===== src/rtl/bsg_manycore_store_reg_id_resp_queue_if.sv =====
// Request-in / response-out bundle for the store reg_id response queue.
// The master side drives requests and yumi; the slave side is the queue.
interface bsg_manycore_store_reg_id_resp_queue_if #(
  parameter int data_width_p   = 32,
  parameter int reg_id_width_p = 5,
  parameter int els_p          = 4
);
  localparam int cnt_w_lp = $clog2(els_p+1);

  logic                        v_i;
  logic                        ready_o;
  logic                        is_store_i;
  logic [data_width_p-1:0]     data_i;
  logic [data_width_p/8-1:0]   mask_i;
  logic [reg_id_width_p-1:0]   load_reg_id_i;
  logic                        v_o;
  logic                        yumi_i;
  logic                        is_store_o;
  logic [reg_id_width_p-1:0]   reg_id_o;
  logic [data_width_p-1:0]     data_o;
  logic [cnt_w_lp-1:0]         count_o;

  modport master (
    output v_i, is_store_i, data_i, mask_i,
    output load_reg_id_i, yumi_i,
    input  ready_o, v_o, is_store_o,
    input  reg_id_o, data_o, count_o
  );

  modport slave (
    input  v_i, is_store_i, data_i, mask_i,
    input  load_reg_id_i, yumi_i,
    output ready_o, v_o, is_store_o,
    output reg_id_o, data_o, count_o
  );
endinterface


===== src/rtl/bsg_manycore_store_reg_id_resp_queue.sv =====
// Response queue recovering reg_id from masked-off store lanes or load field.
// Optional BSG_MANYCORE_RESP_QUEUE_BYPASS_EN: zero-latency path when empty.
module bsg_manycore_store_reg_id_resp_queue #(
  parameter int data_width_p   = 32,
  parameter int reg_id_width_p = 5,
  parameter int els_p          = 4
) (
  input logic clk_i,
  input logic reset_i,
  bsg_manycore_store_reg_id_resp_queue_if.slave q
);
  localparam int lanes_lp = data_width_p/8;
  localparam int ptr_w_lp = $clog2(els_p);
  localparam int cnt_w_lp = $clog2(els_p+1);

  logic [ptr_w_lp-1:0]       head_r, tail_r;
  logic [cnt_w_lp-1:0]       count_r;

  logic                      st_mem  [els_p];
  logic [reg_id_width_p-1:0] rid_mem [els_p];
  logic [data_width_p-1:0]   data_mem[els_p];

  logic [reg_id_width_p-1:0] store_rid;
  logic [reg_id_width_p-1:0] in_rid;
  logic [data_width_p-1:0]   in_data;
  logic                      empty, full;
  logic                      enq, deq, bypass_take;

  // Unmasked lanes carry the reg_id; several of them are OR'd together.
  always_comb begin
    store_rid = '0;
    for (int b = 0; b < lanes_lp; b++) begin
      if (!q.mask_i[b])
        store_rid = store_rid | q.data_i[8*b +: reg_id_width_p];
    end
  end

  assign in_rid  = q.is_store_i ? store_rid : q.load_reg_id_i;
  assign in_data = q.is_store_i ? '0 : q.data_i;

  assign empty = (count_r == '0);
  assign full  = (count_r == cnt_w_lp'(els_p));

  assign q.ready_o = ~full;
  assign q.count_o = count_r;

`ifdef BSG_MANYCORE_RESP_QUEUE_BYPASS_EN
  logic bypass;
  assign bypass      = empty & q.v_i;
  assign bypass_take = bypass & q.yumi_i;
  assign q.v_o        = ~empty | q.v_i;
  assign q.is_store_o = bypass ? q.is_store_i : (~empty & st_mem[head_r]);
  assign q.reg_id_o   = bypass ? in_rid
                      : (empty ? '0 : rid_mem[head_r]);
  assign q.data_o     = bypass ? in_data
                      : (empty ? '0 : data_mem[head_r]);
`else
  assign bypass_take  = 1'b0;
  assign q.v_o        = ~empty;
  assign q.is_store_o = ~empty & st_mem[head_r];
  assign q.reg_id_o   = empty ? '0 : rid_mem[head_r];
  assign q.data_o     = empty ? '0 : data_mem[head_r];
`endif

  assign enq = q.v_i & ~full & ~bypass_take;
  assign deq = q.yumi_i & ~empty;

  always_ff @(posedge clk_i) begin
    if (reset_i) begin
      head_r  <= '0;
      tail_r  <= '0;
      count_r <= '0;
    end else begin
      if (enq) tail_r <= tail_r + 1'b1;
      if (deq) head_r <= head_r + 1'b1;
      count_r <= count_r + cnt_w_lp'(enq) - cnt_w_lp'(deq);
    end
  end

  always_ff @(posedge clk_i) begin
    if (!reset_i && enq) begin
      st_mem[tail_r]   <= q.is_store_i;
      rid_mem[tail_r]  <= in_rid;
      data_mem[tail_r] <= in_data;
    end
  end

`ifndef SYNTHESIS
  a_yumi_without_v : assert property (
    @(posedge clk_i) disable iff (reset_i) q.yumi_i |-> q.v_o
  ) else $error("yumi_i asserted while v_o is low");

  a_mask_known : assert property (
    @(posedge clk_i) disable iff (reset_i)
    (q.v_i & q.is_store_i) |-> !$isunknown(q.mask_i)
  ) else $error("mask_i unknown on store request");
`endif

endmodule


===== src/flat_wrapper.sv =====
// flat-port wrapper written by rule: the top's interface ports become plain ports
module bsg_manycore_store_reg_id_resp_queue_flat 
#(
  parameter int data_width_p   = 32,
  parameter int reg_id_width_p = 5,
  parameter int els_p          = 4
)
  (clk_i, reset_i, q_v_i, q_is_store_i, q_data_i, q_mask_i, q_load_reg_id_i, q_yumi_i, q_ready_o, q_v_o, q_is_store_o, q_reg_id_o, q_data_o, q_count_o);
  bsg_manycore_store_reg_id_resp_queue_if #(.data_width_p(data_width_p), .reg_id_width_p(reg_id_width_p), .els_p(els_p)) q_i ();
  input logic clk_i;
  input logic reset_i;
  input wire logic [$bits(q_i.v_i)-1:0] q_v_i;
  input wire logic [$bits(q_i.is_store_i)-1:0] q_is_store_i;
  input wire logic [$bits(q_i.data_i)-1:0] q_data_i;
  input wire logic [$bits(q_i.mask_i)-1:0] q_mask_i;
  input wire logic [$bits(q_i.load_reg_id_i)-1:0] q_load_reg_id_i;
  input wire logic [$bits(q_i.yumi_i)-1:0] q_yumi_i;
  output wire logic [$bits(q_i.ready_o)-1:0] q_ready_o;
  output wire logic [$bits(q_i.v_o)-1:0] q_v_o;
  output wire logic [$bits(q_i.is_store_o)-1:0] q_is_store_o;
  output wire logic [$bits(q_i.reg_id_o)-1:0] q_reg_id_o;
  output wire logic [$bits(q_i.data_o)-1:0] q_data_o;
  output wire logic [$bits(q_i.count_o)-1:0] q_count_o;
  assign q_i.v_i = q_v_i;
  assign q_i.is_store_i = q_is_store_i;
  assign q_i.data_i = q_data_i;
  assign q_i.mask_i = q_mask_i;
  assign q_i.load_reg_id_i = q_load_reg_id_i;
  assign q_i.yumi_i = q_yumi_i;
  assign q_ready_o = q_i.ready_o;
  assign q_v_o = q_i.v_o;
  assign q_is_store_o = q_i.is_store_o;
  assign q_reg_id_o = q_i.reg_id_o;
  assign q_data_o = q_i.data_o;
  assign q_count_o = q_i.count_o;
  bsg_manycore_store_reg_id_resp_queue #(.data_width_p(data_width_p), .reg_id_width_p(reg_id_width_p), .els_p(els_p)) u_core (.clk_i(clk_i), .reset_i(reset_i), .q(q_i));
endmodule

===== config.mk =====
export PLATFORM = sky130hd
export DESIGN_NAME = bsg_manycore_store_reg_id_resp_queue_flat
export DESIGN_NICKNAME = d
export VERILOG_FILES = /design/src/rtl/bsg_manycore_store_reg_id_resp_queue_if.sv /design/src/rtl/bsg_manycore_store_reg_id_resp_queue.sv /design/src/flat_wrapper.sv
export SDC_FILE = /design/constraint.sdc
export NUM_CORES = 1
export LEC_CHECK = 0
export BUFFER_PORTS_ARGS = -buffer_cell sky130_fd_sc_hd__buf_2
export CORE_AREA = 2 2 122 124
export DETAILED_ROUTE_END_ITERATION = 8
export DIE_AREA = 0 0 124 126
export PLACE_DENSITY_LB_ADDON = 0.2
export SYNTH_ARGS = -nofsm -noshare
export SYNTH_HDL_FRONTEND = slang
export SYNTH_SLANG_ARGS = --single-unit

===== constraint.sdc =====
create_clock -name clk_i -period 3.8 [get_ports clk_i]
set_input_delay 0.57 -clock clk_i [delete_from_list [all_inputs] [get_ports clk_i]]
set_output_delay 0.57 -clock clk_i [all_outputs]
set_load 0.02 [all_outputs]

### Word-level counts from Yosys, hierarchy flattened

Memories as Yosys holds them, arrays and structs flattened. A register that Yosys moved wholly into a read port is not among the register bits.
Cells that the tools add are included.

| word-level totals | value |
|---|---|
| logic and storage cells | 38 |
| register bits after elaboration | 7 |
| input port bits | 46 |
| bits in writable memories | 152 |
| memories | 3 |
| output and inout bits | 43 |

Memory list:

| memory | words | bits a word | read ports | clocked after Yosys merged registers in | write ports | RTL line | source |
|---|---|---|---|---|---|---|---|
| u_core.data_mem | 4 | 32 | 1 | 1 | 1 | bsg_manycore_store_reg_id_resp_queue.sv:21 | `logic [data_width_p-1:0] data_mem[els_p];` |
| u_core.rid_mem | 4 | 5 | 1 | 1 | 1 | bsg_manycore_store_reg_id_resp_queue.sv:20 | `logic [reg_id_width_p-1:0] rid_mem [els_p];` |
| u_core.st_mem | 4 | 1 | 1 | 1 | 1 | bsg_manycore_store_reg_id_resp_queue.sv:19 | `logic st_mem [els_p];` |

| cells by class | value |
|---|---|
| bitwise logic cells | 8 |
| reduce and logical (&&, ||, !) cells | 3 |
| muxes and demuxes | 16 |
| eq/ne operators | 1 |
| $add $sub $neg | 4 |

Operators by type and width:

| kind | count |
|---|---|
| 32-bit 2-to-1 mux | 2 |
| 5-bit 2-to-1 mux | 6 |
| 5-bit OR | 3 |
| 2-bit 2-to-1 mux | 6 |
| 2-bit by 1-bit adder with 2-bit output (second input constant) | 2 |
| 3-bit by 1-bit adder with 3-bit output | 1 |
| 1-bit AND | 3 |
| 3-bit equality test (second input constant) | 1 |
| 3-bit zero test | 1 |
| 3-bit by 1-bit subtractor with 3-bit output | 1 |
| 1-bit 2-to-1 mux | 2 |
| 1-bit NOT | 2 |
| 1-bit logical AND | 1 |
| 1-bit zero test | 1 |

### Depth between registers and ports, before layout

Gate-level depths: netlist (run 1).

| depth | value |
|---|---|
| word-level depth | 8 |
| gate-level depth with buffers | 9 |
| depth with buffers taken out | 9 |

### Worst setup path before layout (run 1)

Ideal clock, no wire load.

| timing | value |
|---|---|
| kind | register -> register |
| from | register u_core.count_r[1], in the netlist u_core.q.count_o[1] |
| to | memory u_core.data_mem[1][0], enable pin |
| required time | 3311 ps |
| data arrival time | 3658 ps |
| slack | -347 ps |
| library setup time | 489 ps |
| path buffers | 0 |
| stages on the path, launching flop included | 4 |
| clock period less this slack | 4147 ps |
| cell sequence | dfxtp_1 -> or3b_4 -> nand2_4 -> nor3b_1 |

| on the way | value |
|---|---|
| longest elaborated chain between the ends | 6 |

RTL lines:

| element | RTL line | source |
|---|---|---|
| from (decl) | bsg_manycore_store_reg_id_resp_queue.sv:17 | `logic [cnt_w_lp-1:0] count_r;` |
| from (signal assigned) | bsg_manycore_store_reg_id_resp_queue.sv:76 | `count_r <= count_r + cnt_w_lp'(enq) - cnt_w_lp'(deq);` |
| 3-bit equality test | bsg_manycore_store_reg_id_resp_queue.sv:42 | `assign full = (count_r == cnt_w_lp'(els_p));` |
| 1-bit NOT | - |  |
| net q_ready_o | flat_wrapper.sv:18 | `output wire logic [$bits(q_i.ready_o)-1:0] q_ready_o;` |
| 1-bit AND | bsg_manycore_store_reg_id_resp_queue.sv:65 | `assign enq = q.v_i & ~full & ~bypass_take;` |
| 1-bit logical AND | bsg_manycore_store_reg_id_resp_queue.sv:81 | `if (!reset_i && enq) begin` |
| 1-bit 2-to-1 mux | bsg_manycore_store_reg_id_resp_queue.sv:81 |  |
| 1-bit 2-to-1 mux (not written as such) | bsg_manycore_store_reg_id_resp_queue.sv:84 | `data_mem[tail_r] <= in_data;` |
| to (decl) | bsg_manycore_store_reg_id_resp_queue.sv:21 |  |

The timed path passes the listed nets, and every way through them passes these cells.

==> results of run 1 <==
==> cell usage in the layout, fill, tap and decap left out, types with 2 or more instances in the layout <==
master	count
sky130_fd_sc_hd__a22oi_1	10
sky130_fd_sc_hd__a31oi_1	5
sky130_fd_sc_hd__and2b_1	6
sky130_fd_sc_hd__buf_2	88
sky130_fd_sc_hd__buf_4	7
sky130_fd_sc_hd__clkbuf_1	2
sky130_fd_sc_hd__clkbuf_16	17
sky130_fd_sc_hd__clkinv_2	3
sky130_fd_sc_hd__clkinv_4	3
sky130_fd_sc_hd__clkinvlp_4	4
sky130_fd_sc_hd__dfxtp_1	7
sky130_fd_sc_hd__edfxtp_1	152
sky130_fd_sc_hd__ha_1	6
sky130_fd_sc_hd__inv_1	12
sky130_fd_sc_hd__mux4_2	38
sky130_fd_sc_hd__nand2b_1	2
sky130_fd_sc_hd__nor2_1	10
sky130_fd_sc_hd__nor2b_1	66
sky130_fd_sc_hd__nor3b_2	3
sky130_fd_sc_hd__xnor2_1	2
==> worst reg2reg max path: cells and delay by family, from the launching register on <==
kind,cells,cell delay (ps)
fa+ha+maj,3,870
flops,1,370
compound gates,1,360
xor+xnor,2,320
buf+inv,2,140
simple gates,1,60
==> power breakdown <==
part | switching [mW] | internal, mW | leakage (nW)
Combinational | 0.744 | 0.609 | 1.01
Sequential | 0.155 | 2.08 | 1.47
Clock | 0.659 | 0.898 | 0.257
Total | 1.56 | 3.58 | 2.74
==> state kept, by name, summed over array words and instances (netlist names), named ones only <==
signal / flops
u_core.head_r: 2
u_core.st_mem: 4
u_core.q.count_o: 3
u_core.tail_r: 2
u_core.data_mem: 128
u_core.rid_mem: 20
==> metal layers <==
layer | track usage, % | vias to the layer above | share of wire, %
met2 | 27.38 | 123 | 47
met5 | 0 | - | 0.084
met1 | 24.71 | 1721 | 45
met3 | 6.069 | 16 | 6.9
met4 | 5.420 | 2 | 1.2
li1 | - | 1552 | -
==> worst max-delay path by stage <==
stage,slack (ps),cells past startpoint,start,end
6_report,1000,3,register,q_data_o[27]
5_1_grt,790,3,register,q_reg_id_o[4]
4_1_cts,890,3,register,q_reg_id_o[4]
3_5_place_dp,1350,3,register,q_reg_id_o[4]
3_3_place_gp,1340,3,register,q_data_o[3]
2_1_floorplan,-340,3,u_core.q.count_o[1],u_core.data_mem[0][0]
==> layout make-up <==
| type | instances | area, µm² |
|---|---|---|
| Fill cell | 1168 | 6513 |
| Sequential cell | 161 | 4750 |
| Multi-Input combinational cell | 161 | 1733 |
| Timing Repair Buffer | 95 | 493.0 |
| Clock buffer | 19 | 432.9 |
| Tap cell | 184 | 230.2 |
| Clock inverter | 13 | 113.9 |
| Inverter | 13 | 48.80 |
==> synth_stat cells <==
cell / number
sky130_fd_sc_hd__a21oi_1: 1
sky130_fd_sc_hd__a22oi_1: 10
sky130_fd_sc_hd__a31oi_1: 5
sky130_fd_sc_hd__and2b_1: 6
sky130_fd_sc_hd__buf_2: 3
sky130_fd_sc_hd__buf_4: 1
sky130_fd_sc_hd__buf_6: 3
sky130_fd_sc_hd__clkbuf_1: 10
sky130_fd_sc_hd__dfxtp_1: 9
sky130_fd_sc_hd__edfxtp_1: 152
sky130_fd_sc_hd__fa_1: 1
sky130_fd_sc_hd__ha_1: 6
sky130_fd_sc_hd__inv_1: 12
sky130_fd_sc_hd__inv_2: 1
sky130_fd_sc_hd__mux2_4: 1
sky130_fd_sc_hd__mux2i_1: 1
sky130_fd_sc_hd__mux4_2: 38
sky130_fd_sc_hd__nand2_1: 1
sky130_fd_sc_hd__nand2_4: 1
sky130_fd_sc_hd__nand2b_1: 2
sky130_fd_sc_hd__nor2_1: 10
sky130_fd_sc_hd__nor2b_1: 66
sky130_fd_sc_hd__nor3_1: 1
sky130_fd_sc_hd__nor3b_1: 4
sky130_fd_sc_hd__o21ai_0: 1
sky130_fd_sc_hd__o31ai_1: 1
sky130_fd_sc_hd__or3_1: 1
sky130_fd_sc_hd__or3b_4: 1
sky130_fd_sc_hd__xnor2_1: 2
sky130_fd_sc_hd__xor2_1: 1
==> per-stage QoR <==
step           TNS [ps]  hold WS, ps
3_3_place_gp          0        471.3
5_1_grt               0        504.8
6_report              0        494.9
3_5_place_dp          0        491.1
2_1_floorplan    -39020        459.1
4_1_cts               0        493.6
==> logic make-up after synthesis <==
kind of cell    Yosys count  share of synthesized area [%]
simple gates             93                          8.735
compound gates           18                          1.880
flops                   161                          72.01
fa+ha+maj                 7                          1.443
mux                      40                          13.37
buf+inv                  30                          2.165
xor+xnor                  3                         0.3989
==> results.txt, run 1 <==
The shortest clock period the worst path allows after layout is 2801 ps. The area added between synthesis and finish is 18.40%. Setup repair after global routing left no endpoint under its margin.

In this run the count of I/O pins placed on the die edge is 89. The biggest cell delay along the critical path is 860 ps. The final cell count without fillers came out at 646.

The detail-routed via count per cell is 5.285. VDD sags by at most 0.0003380 V. In this run the horizontal extent of the chip is 124 µm. The starting utilization of the core area is 46.03%. The peak fanout along the critical path is 38. The flop-to-flop setup slack came out at 1560 ps. For this design, the CTS-stage hold fixing added 0 buffers. The number of antenna violations at the first check in global routing came to 1. The count of final max-slew check failures came out at 0. The routed via count is 3414. The final hold violation count is 0. The die covers 15620 µm². The clock slew at the register clock pins of the worst setup and hold paths is 60 ps. The nature of the critical path endpoint is an output port. The post-route standard cell area excluding fillers came out at 7801 µm². The global-route congestion overflow total came out at 0. The share of the clock period used by the worst path after layout is 73.71%.

The congestion estimate from routability-driven global placement came to 0.7694. On the critical path the largest part of the delay comes from flip-flops. The utilization after layout is 54.50%. The number of nets in the synthesized netlist is 405.

The mean post-synth cell area is 18.72 µm². The power density over cell area is 659.2 nW/µm². The number of standard-cell rows in the floorplan is 44. The post-layout worst setup margin is 999.0 ps.

The later-pin clock latency in the skew report came out at 420 ps. The area of the mapped netlist came out at 6589 µm². The global-route usage over all layers came out at 17.96%. In this run the standard cell core region covers 14310 µm².

The required time of the critical path is 3230 ps. The final number of setup-violating endpoints is 0. In this run the vertical extent of the chip is 126 µm. The number of gates given a new drive strength after cts is 0.

The cell chosen for the clock root is sky130_fd_sc_hd__clkbuf_16. Timing analysis after detailed placement gives a worst setup slack of 1351 ps. The largest net degree at the start of global routing came out at 47.

The startpoint type of the worst setup path is a register. The worst relative slew slack is 35.13%. The first-pass GRT wire length came out at 19.81 mm. The tightest min-delay check is of the register to register type. The synthesized instance count came out at 352. The distinct cell type count of the synthesized netlist is 30. The end of the worst register-to-register path is u_core.q.count_o[2].

The number of nets still failing antenna checks after routing is 0. The H-tree was split into 4 levels. The signal on the critical path passes through mux4_2 -> nor2b_1 -> buf_2. TritonCTS built the clock tree. At the pin with the least slew margin, the transition time is 973.1 ps. The arrival time reported for the critical path endpoint came out at 2230 ps. The flow ran to the end, and the final reports show no timing, DRC or antenna violations.

The number of warning messages in the yosys log came out at 0. Summed over all cells, the static leakage comes to 2.742 nW. The start point of the worst min-delay path is u_core.head_r[1]. In this run, synthesis produced a sequential element count of 161. The maximum count of clock buffers along a single path is 2.

The area share of the largest cell type after synthesis is 69.27%. For this run, design rule violations remaining after detail routing come to 0. The post-detailed-placement half-perimeter wirelength is 7.853 mm. The number of global-route vias before repair came out at 3481.

Of the cells placed in the final design, the portion with a size suffix greater than 1 is 37.45%. The startpoint of the most critical register-to-register path is u_core.q.count_o[1]. For the final database, setup skew stands at 6.398 ps. The register area share after synthesis came out at 72.01%. The number of buffers inserted by port buffering is 88. For this design, the sink count on the clock tree is 161. The number of cells on the worst reg-to-reg path is 9. The number of antenna cells inserted is 0. The detailed router's first-iteration violation count is 321.

The number of cells traversed by the worst hold path is 2. In this run, placement finished with an instance count of 614. In the post-synthesis netlist, the biggest area contributors are sky130_fd_sc_hd__edfxtp_1 69%, sky130_fd_sc_hd__mux4_2 13%, sky130_fd_sc_hd__nor2b_1 6.3%. The wire length reported by the detailed router is 13.07 mm. The final layout net count came out at 502. The CTS buffer count came out at 17. The total placed instance area came out at 7254 µm². The first TritonRoute pass finished after 4 iterations. The critical path is of the register to output port type. After detailed routing, the average wire length per cell comes to 20.23 µm.

The library cell with the largest summed area after synthesis is sky130_fd_sc_hd__edfxtp_1. The total power draw came out at 5.142 mW. The max-capacitance violation count is 0. The post-CTS repair timing setup buffer count is 0. The number of buffers and inverters on the critical path came out at 1. The slowest stage of the critical path belongs to the cell sky130_fd_sc_hd__dfxtp_4. The achievable frequency came out at 357.0 MHz.
Note: power is estimated with default switching activity, not from simulation.
==> inputs of run 2 (changes only) <==
clock period = 2.85 ns   (was 3.8 ns; I/O delays follow)
==> results.txt, run 2 (synthesized netlist as in run 1, its figures left out) <==
Status: completed (unchanged). The post-CTS repair timing setup buffer count came out at 0 (unchanged). The maximum vdd drop came to 0.0007313 V (was 0.0003380 V). The shortest clock period the worst path allows after layout came out at 2550 ps. The final number of setup-violating endpoints was 0 (unchanged). The required time of the critical path came to 2420 ps (was 3230 ps).

The startpoint type of the worst setup path is a register (unchanged). The register with the most flip-flops is u_core.data_mem (unchanged). The max-capacitance violation count was 0 (unchanged). The area added between synthesis and finish was 19.67% (was 18.40%). The largest net degree at the start of global routing came out at 42 (was 47). The final hold violation count came out at 0 (unchanged).

The post-layout worst setup margin came out at 300.4 ps (was 999.0 ps). The filler cell count was 1158 (was 1168). The number of nets still failing antenna checks after routing came out at 0 (unchanged).

The total core area is 14310 µm² (unchanged). The global-route usage over all layers came out at 18.10% (was 17.96%). The number of standard-cell rows in the floorplan is 44 (unchanged). The total net switching power is 2.067 mW (was 1.558 mW). The number of buffers inserted by hold repair at cts is 0 (unchanged). The average wire per cell in the routed design was 19.98 µm (was 20.23 µm).

The clock power share was 31.4% (was 30.3%). The total iterations of the first detailed-routing run came out at 5 (was 4). The worst relative slew slack is 59.27% (was 35.13%). The ratio of cells with drive above 1 in the final layout is 36.99% (was 37.45%).

The overall die area is 15620 µm² (unchanged). The power density over cell area came out at 893.7 nW/µm² (was 659.2 nW/µm²). The detailed router's first-iteration violation count is 299 (was 321). The wire length reported by the detailed router is 13.01 mm (was 13.07 mm). The number of gates given a new drive strength after cts came out at 0 (unchanged). The height of the chip came out at 126 µm (unchanged). The final layout net count is 505 (was 502). The clock slew at the register clock pins of the worst setup and hold paths is 60 ps (about the same). The path category of the worst min-delay check is input port to register (was register to register).

The cell internal power dissipation is 4.980 mW (was 3.584 mW). The number of antenna violations at the first check in global routing was 3 (was 1). Largest registers: u_core.data_mem x128, u_core.rid_mem x20, u_core.st_mem x4 (unchanged). The transition time at the pin with the least slew margin is 611.0 ps (was 973.1 ps). The later-pin clock latency in the skew report is 420 ps (about the same).

The peak fanout along the critical path came to 17 (was 38). The worst-case clock skew is 6.614 ps (was 6.398 ps). The arrival time reported for the critical path endpoint is 2120 ps (was 2230 ps).

Commonest cells after routing, fill and taps aside: 152 x sky130_fd_sc_hd__edfxtp_1, 88 x sky130_fd_sc_hd__buf_2, 66 x sky130_fd_sc_hd__nor2b_1, 38 x sky130_fd_sc_hd__mux4_2, 17 x sky130_fd_sc_hd__clkbuf_16 (unchanged). The power share of the combinational group came to 27.6% (was 26.3%). The number of sinks handled by clock tree synthesis is 161 (unchanged). The critical path class is register to output port (unchanged). The utilization after layout was 55.09% (was 54.50%). The final weighted congestion of routability-driven global placement was 0.6890 (was 0.7694). The switching portion of total power is 29.34% (was 30.30%). The first-pass GRT wire length came out at 19.90 mm (was 19.81 mm).

The post-place setup slack was 620.8 ps (was 1351 ps). The global-route congestion overflow total is 0 (unchanged). The post-detailed-placement half-perimeter wirelength came out at 7.892 mm (was 7.853 mm). The maximum count of clock buffers along a single path came to 2 (unchanged).

The number of buffers inserted by port buffering is 88 (unchanged). The share of the clock period used by the worst path after layout came out at 89.46%. The flip-flop count of the largest register after layout came out at 128 (unchanged). The clock tree from TritonCTS was yes (unchanged). The starting utilization of the core area is 46.03% (unchanged).

The most frequent standard cell in the layout excluding fill and tap cells is sky130_fd_sc_hd__edfxtp_1 (unchanged). The cell chosen for the clock root is sky130_fd_sc_hd__clkbuf_16 (unchanged). For this run, the top clock speed supported by timing is 392.2 MHz.

RSZ-0062 raised after global routing: no (unchanged). The horizontal die dimension is 124 µm (unchanged). The maximum level of the CTS H-tree is 4 (unchanged). The leakage power of the design is 2.777 nW (was 2.742 nW). The part of the total power dissipated in sequential elements came to 41.0% (was 43.4%).

The CTS buffer count was 17 (unchanged). The detailed-route DRC error count came to 0 (unchanged). The number of global-route vias before repair is 3537 (was 3481). The count of boundary I/O pins was 89 (unchanged). The count of final max-slew check failures came out at 0 (unchanged). The nature of the critical path endpoint is an output port (unchanged).

The detail-routed via count per cell is 5.283 (was 5.285). The routed via count came to 3439 (was 3414).
## run 2: final timing paths
kind                            start                   to  slack [ps]  cells past startpoint
hold reg to reg      u_core.head_r[1]             register         480                      2
setup / recovery             register          q_data_o[9]         300                      4
hold / removal                reset_i     u_core.head_r[0]         360                      2
setup reg to reg  u_core.q.count_o[1]  u_core.q.count_o[2]         650                      9
## run 2: layer usage
| layer | global-route usage (%) | wire length, µm | vias to the layer above |
|---|---|---|---|
| li1 | - | - | 1563 |
| met1 | 24.66 | 5575 | 1743 |
| met2 | 27.63 | 6216 | 117 |
| met3 | 6.114 | 1060 | 14 |
| met4 | 5.948 | 140 | 2 |
| met5 | 0 | 13 | - |
## run 2: cell type report
type                            instances  area (µm²)  share of cell area (%)
Antenna cell                            2       5.005                 0.06347
Clock buffer                           20       436.7                   5.538
Clock inverter                         12       141.4                   1.793
Inverter                               13       48.80                  0.6189
Multi-Input combinational cell        161        1733                   21.98
Sequential cell                       161        4750                   60.23
Tap cell                              184       230.2                   2.920
Timing Repair Buffer                   98       540.5                   6.855
## run 2: critical path: stages, from the launching register on
cell                      delay, ps
sky130_fd_sc_hd__dfxtp_4        570
sky130_fd_sc_hd__buf_4          290
sky130_fd_sc_hd__mux4_2         530
sky130_fd_sc_hd__nor2b_1        140
sky130_fd_sc_hd__buf_2          170
## run 2: power by group through the flow
| stage | Sequential, mW | Clock (mW) | Combinational (mW) |
|---|---|---|---|
| floorplan | 2.89 | 0 | 1.43 |
| global placement | 2.94 | 0 | 1.97 |
| detailed placement | 2.95 | 0 | 1.99 |
| CTS | 2.90 | 2.25 | 2.00 |
| global route | 2.92 | 2.35 | 2.13 |
| finish | 2.89 | 2.21 | 1.95 |
## run 2: through the flow
stage / instances / area [µm²] / power, mW / TNS (ps) / hold slack (ps)
after floorplan: 352 / 6594 / 4.311 / -147320 / 459.1
after global placement: 617 / 7302 / 4.910 / 0 / 464.3
after detailed placement: 617 / 7302 / 4.935 / 0 / 476.6
after CTS: 649 / 7880 / 7.148 / 0 / 337.5
after global routing: 650 / 7883 / 7.395 / 0 / 360.2
final: 651 / 7885 / 7.047 / 0 / 362.5
==> inputs of run 3 (changes only) <==
clock period = 2.7 ns   (was 2.85 ns; I/O delays follow)
==> results.txt, run 3 (synthesized netlist as in run 1, its figures left out) <==
Status: completed (unchanged). The number of cells on the worst reg-to-reg path is 9 (unchanged). The detail-routed via count per cell came to 5.349 (was 5.283). RSZ-0062 raised after global routing: no (unchanged). The clock slew at the register clock pins of the worst setup and hold paths is 60 ps (about the same). The number of gates given a new drive strength after cts came to 0 (unchanged). The end of the worst register-to-register path is u_core.q.count_o[2] (unchanged). The most frequent standard cell in the layout excluding fill and tap cells is sky130_fd_sc_hd__edfxtp_1 (unchanged). The final critical path takes up 92.57% of the cycle. The ratio of cells with drive above 1 in the final layout came out at 37.34% (was 36.99%). The post-CTS repair timing setup buffer count came out at 0 (unchanged). The number of antenna cells inserted is 0 (was 2). The total placed instance area was 7336 µm² (was 7302 µm²). The worst-case clock skew came out at 9.503 ps (was 6.614 ps). The number of nets still failing antenna checks after routing came out at 0 (unchanged).

The startpoint type of the worst setup path is a register (unchanged). The register with the most flip-flops was u_core.data_mem (unchanged). The largest net degree at the start of global routing came out at 39 (was 42).

The overall die area is 15620 µm² (unchanged). The clock tree from TritonCTS is yes (unchanged). The number of sinks handled by clock tree synthesis is 161 (unchanged). The number of cells traversed by the worst hold path came out at 2 (unchanged).

The maximum count of clock buffers along a single path is 2 (unchanged). The endpoint of the worst hold-timing path is u_core.head_r[0] (unchanged). The starting utilization of the core area came to 46.03% (unchanged). The path category of the worst min-delay check is input port to register (unchanged). The nature of the critical path endpoint is an output port (unchanged). The routed via count came out at 3477 (was 3439).

The peak fanout along the critical path came out at 14 (was 17). The maximum vdd drop came out at 0.0004211 V (was 0.0007313 V). The number of standard-cell rows in the floorplan is 44 (unchanged).

The number of global-route vias before repair came to 3506 (was 3537). The post-place setup slack is 464.8 ps (was 620.8 ps). The final layout net count is 507 (was 505). The height of the chip came out at 126 µm (unchanged). The final weighted congestion of routability-driven global placement was 0.7340 (was 0.6890). The final hold violation count came out at 0 (unchanged). The required time of the critical path came out at 2300 ps (was 2420 ps). The total core area is 14310 µm² (unchanged). The worst relative slew slack was 52.12% (was 59.27%). The total iterations of the first detailed-routing run came out at 4 (was 5). Commonest cells after routing, fill and taps aside: 152 x sky130_fd_sc_hd__edfxtp_1, 88 x sky130_fd_sc_hd__buf_2, 66 x sky130_fd_sc_hd__nor2b_1, 38 x sky130_fd_sc_hd__mux4_2, 17 x sky130_fd_sc_hd__clkbuf_16 (unchanged). The CTS buffer count is 17 (unchanged). The count of final max-slew check failures came out at 0 (unchanged). The number of buffers inserted by port buffering is 88 (unchanged).

The post-layout worst setup margin came out at 200.6 ps (was 300.4 ps). The area added between synthesis and finish was 20.05% (was 19.67%). The post-detailed-placement half-perimeter wirelength came to 8.043 mm (was 7.892 mm).

The achievable frequency is 400.1 MHz. The number of antenna violations at the first check in global routing is 1 (was 3). The first-pass GRT wire length came out at 20.17 mm (was 19.90 mm). The number of buffers inserted by hold repair at cts came to 0 (unchanged). The average wire per cell in the routed design came out at 20.33 µm (was 19.98 µm). The leakage power of the design came out at 2.812 nW (was 2.777 nW). The cell at the slowest stage of the critical path was sky130_fd_sc_hd__dfxtp_4 (unchanged). The start point of the worst min-delay path is reset_i (unchanged). The global-route congestion overflow total came to 0 (unchanged).

The final number of setup-violating endpoints is 0 (unchanged). The detailed router's first-iteration violation count is 289 (was 299). Critical Path, Cell by Cell: buf_4 -> mux4_2 -> and2b_1 -> buf_2 (was buf_4 -> mux4_2 -> nor2b_1 -> buf_2). The detailed-route DRC error count was 0 (unchanged). The global-route usage over all layers is 18.10% (about the same). The biggest cell delay along the critical path came out at 540 ps (was 570 ps). Largest registers: u_core.data_mem x128, u_core.rid_mem x20, u_core.st_mem x4 (unchanged). The later-pin clock latency in the skew report came out at 420 ps (about the same). The post-route standard cell area excluding fillers came out at 7910 µm² (was 7885 µm²).

The power density over cell area is 949.4 nW/µm² (was 893.7 nW/µm²). The flip-flop count of the largest register after layout came out at 128 (unchanged). The maximum level of the CTS H-tree came out at 4 (unchanged). The wire length reported by the detailed router is 13.22 mm (was 13.01 mm). The arrival time reported for the critical path endpoint was 2090 ps (was 2120 ps). The transition time at the pin with the least slew margin is 718.3 ps (was 611.0 ps).

The critical path class is register to output port (unchanged). The max-capacitance violation count was 0 (unchanged). The count of boundary I/O pins is 89 (unchanged). The startpoint of the most critical register-to-register path is u_core.q.count_o[1] (unchanged).

The cell chosen for the clock root is sky130_fd_sc_hd__clkbuf_16 (unchanged). The flop-to-flop setup slack came to 460 ps (was 650 ps). The horizontal die dimension is 124 µm (unchanged). The shortest clock period the worst path allows after layout came out at 2499 ps.
run 3: cell count changes in the layout (fill, tap and decap cells not counted), sizes merged:
cell	delta
clkinvlp	-3
buf	+2
diode	-2
clkinv	+1
inv	+1
run 3: worst max-delay path by stage:
stage | startpoint | slack [ps] | to | cells past startpoint
final | register | 200 | q_data_o[4] | 4
after global routing | register | 60 | q_data_o[4] | 4
after CTS | register | 130 | q_data_o[4] | 4
after detailed placement | u_core.q.count_o[1] | 460 | u_core.q.count_o[2] | 9
after global placement | u_core.q.count_o[1] | 530 | u_core.q.count_o[2] | 9
after floorplan | u_core.q.count_o[1] | -110 | u_core.data_mem[0][0] | 3
run 3: final cells by class:
class                           instances  area [µm²]
Fill cell                            1157        6404
Sequential cell                       161        4750
Inverter                               13       48.80
Timing Repair Buffer                  100       555.5
Clock buffer                           20       436.7
Tap cell                              184       230.2
Clock inverter                         11       137.6
Multi-Input combinational cell        161        1752
run 3: stage by stage:
step / instances / power (mW) / TNS, ps / hold slack, ps / util (%)
after floorplan: 352 / 4.552 / -12960 / 459.1 / -
after global placement: 619 / 5.228 / 0 / 496.2 / 51.25
after detailed placement: 619 / 5.245 / 0 / 499.4 / 51.25
after CTS: 650 / 7.599 / 0 / 358.6 / 55.26
after global routing: 650 / 7.850 / 0 / 385.3 / 55.26
final: 650 / 7.510 / 0 / 374.1 / 55.26
run 3: per-layer routing:
layer | routed length [µm] | vias up | GRT usage (%)
li1 | - | 1568 | -
met5 | 5 | - | 0
met2 | 6197 | 111 | 26.54
met3 | 797 | 17 | 5.661
met1 | 6013 | 1779 | 25.92
met4 | 201 | 2 | 6.147
run 3: critical path, delay by kind of cell, from the launching register on:
family	cells	cell delay [ps]
flops	1	540
mux	1	510
buf+inv	2	440
simple gates	1	180
run 3: where the power goes:
part,switching (mW),internal [mW],total [mW],leakage (nW)
Sequential,0.115,2.92,3.04,1.47
Combinational,1.20,0.917,2.11,1.06
Clock,0.917,1.44,2.36,0.281
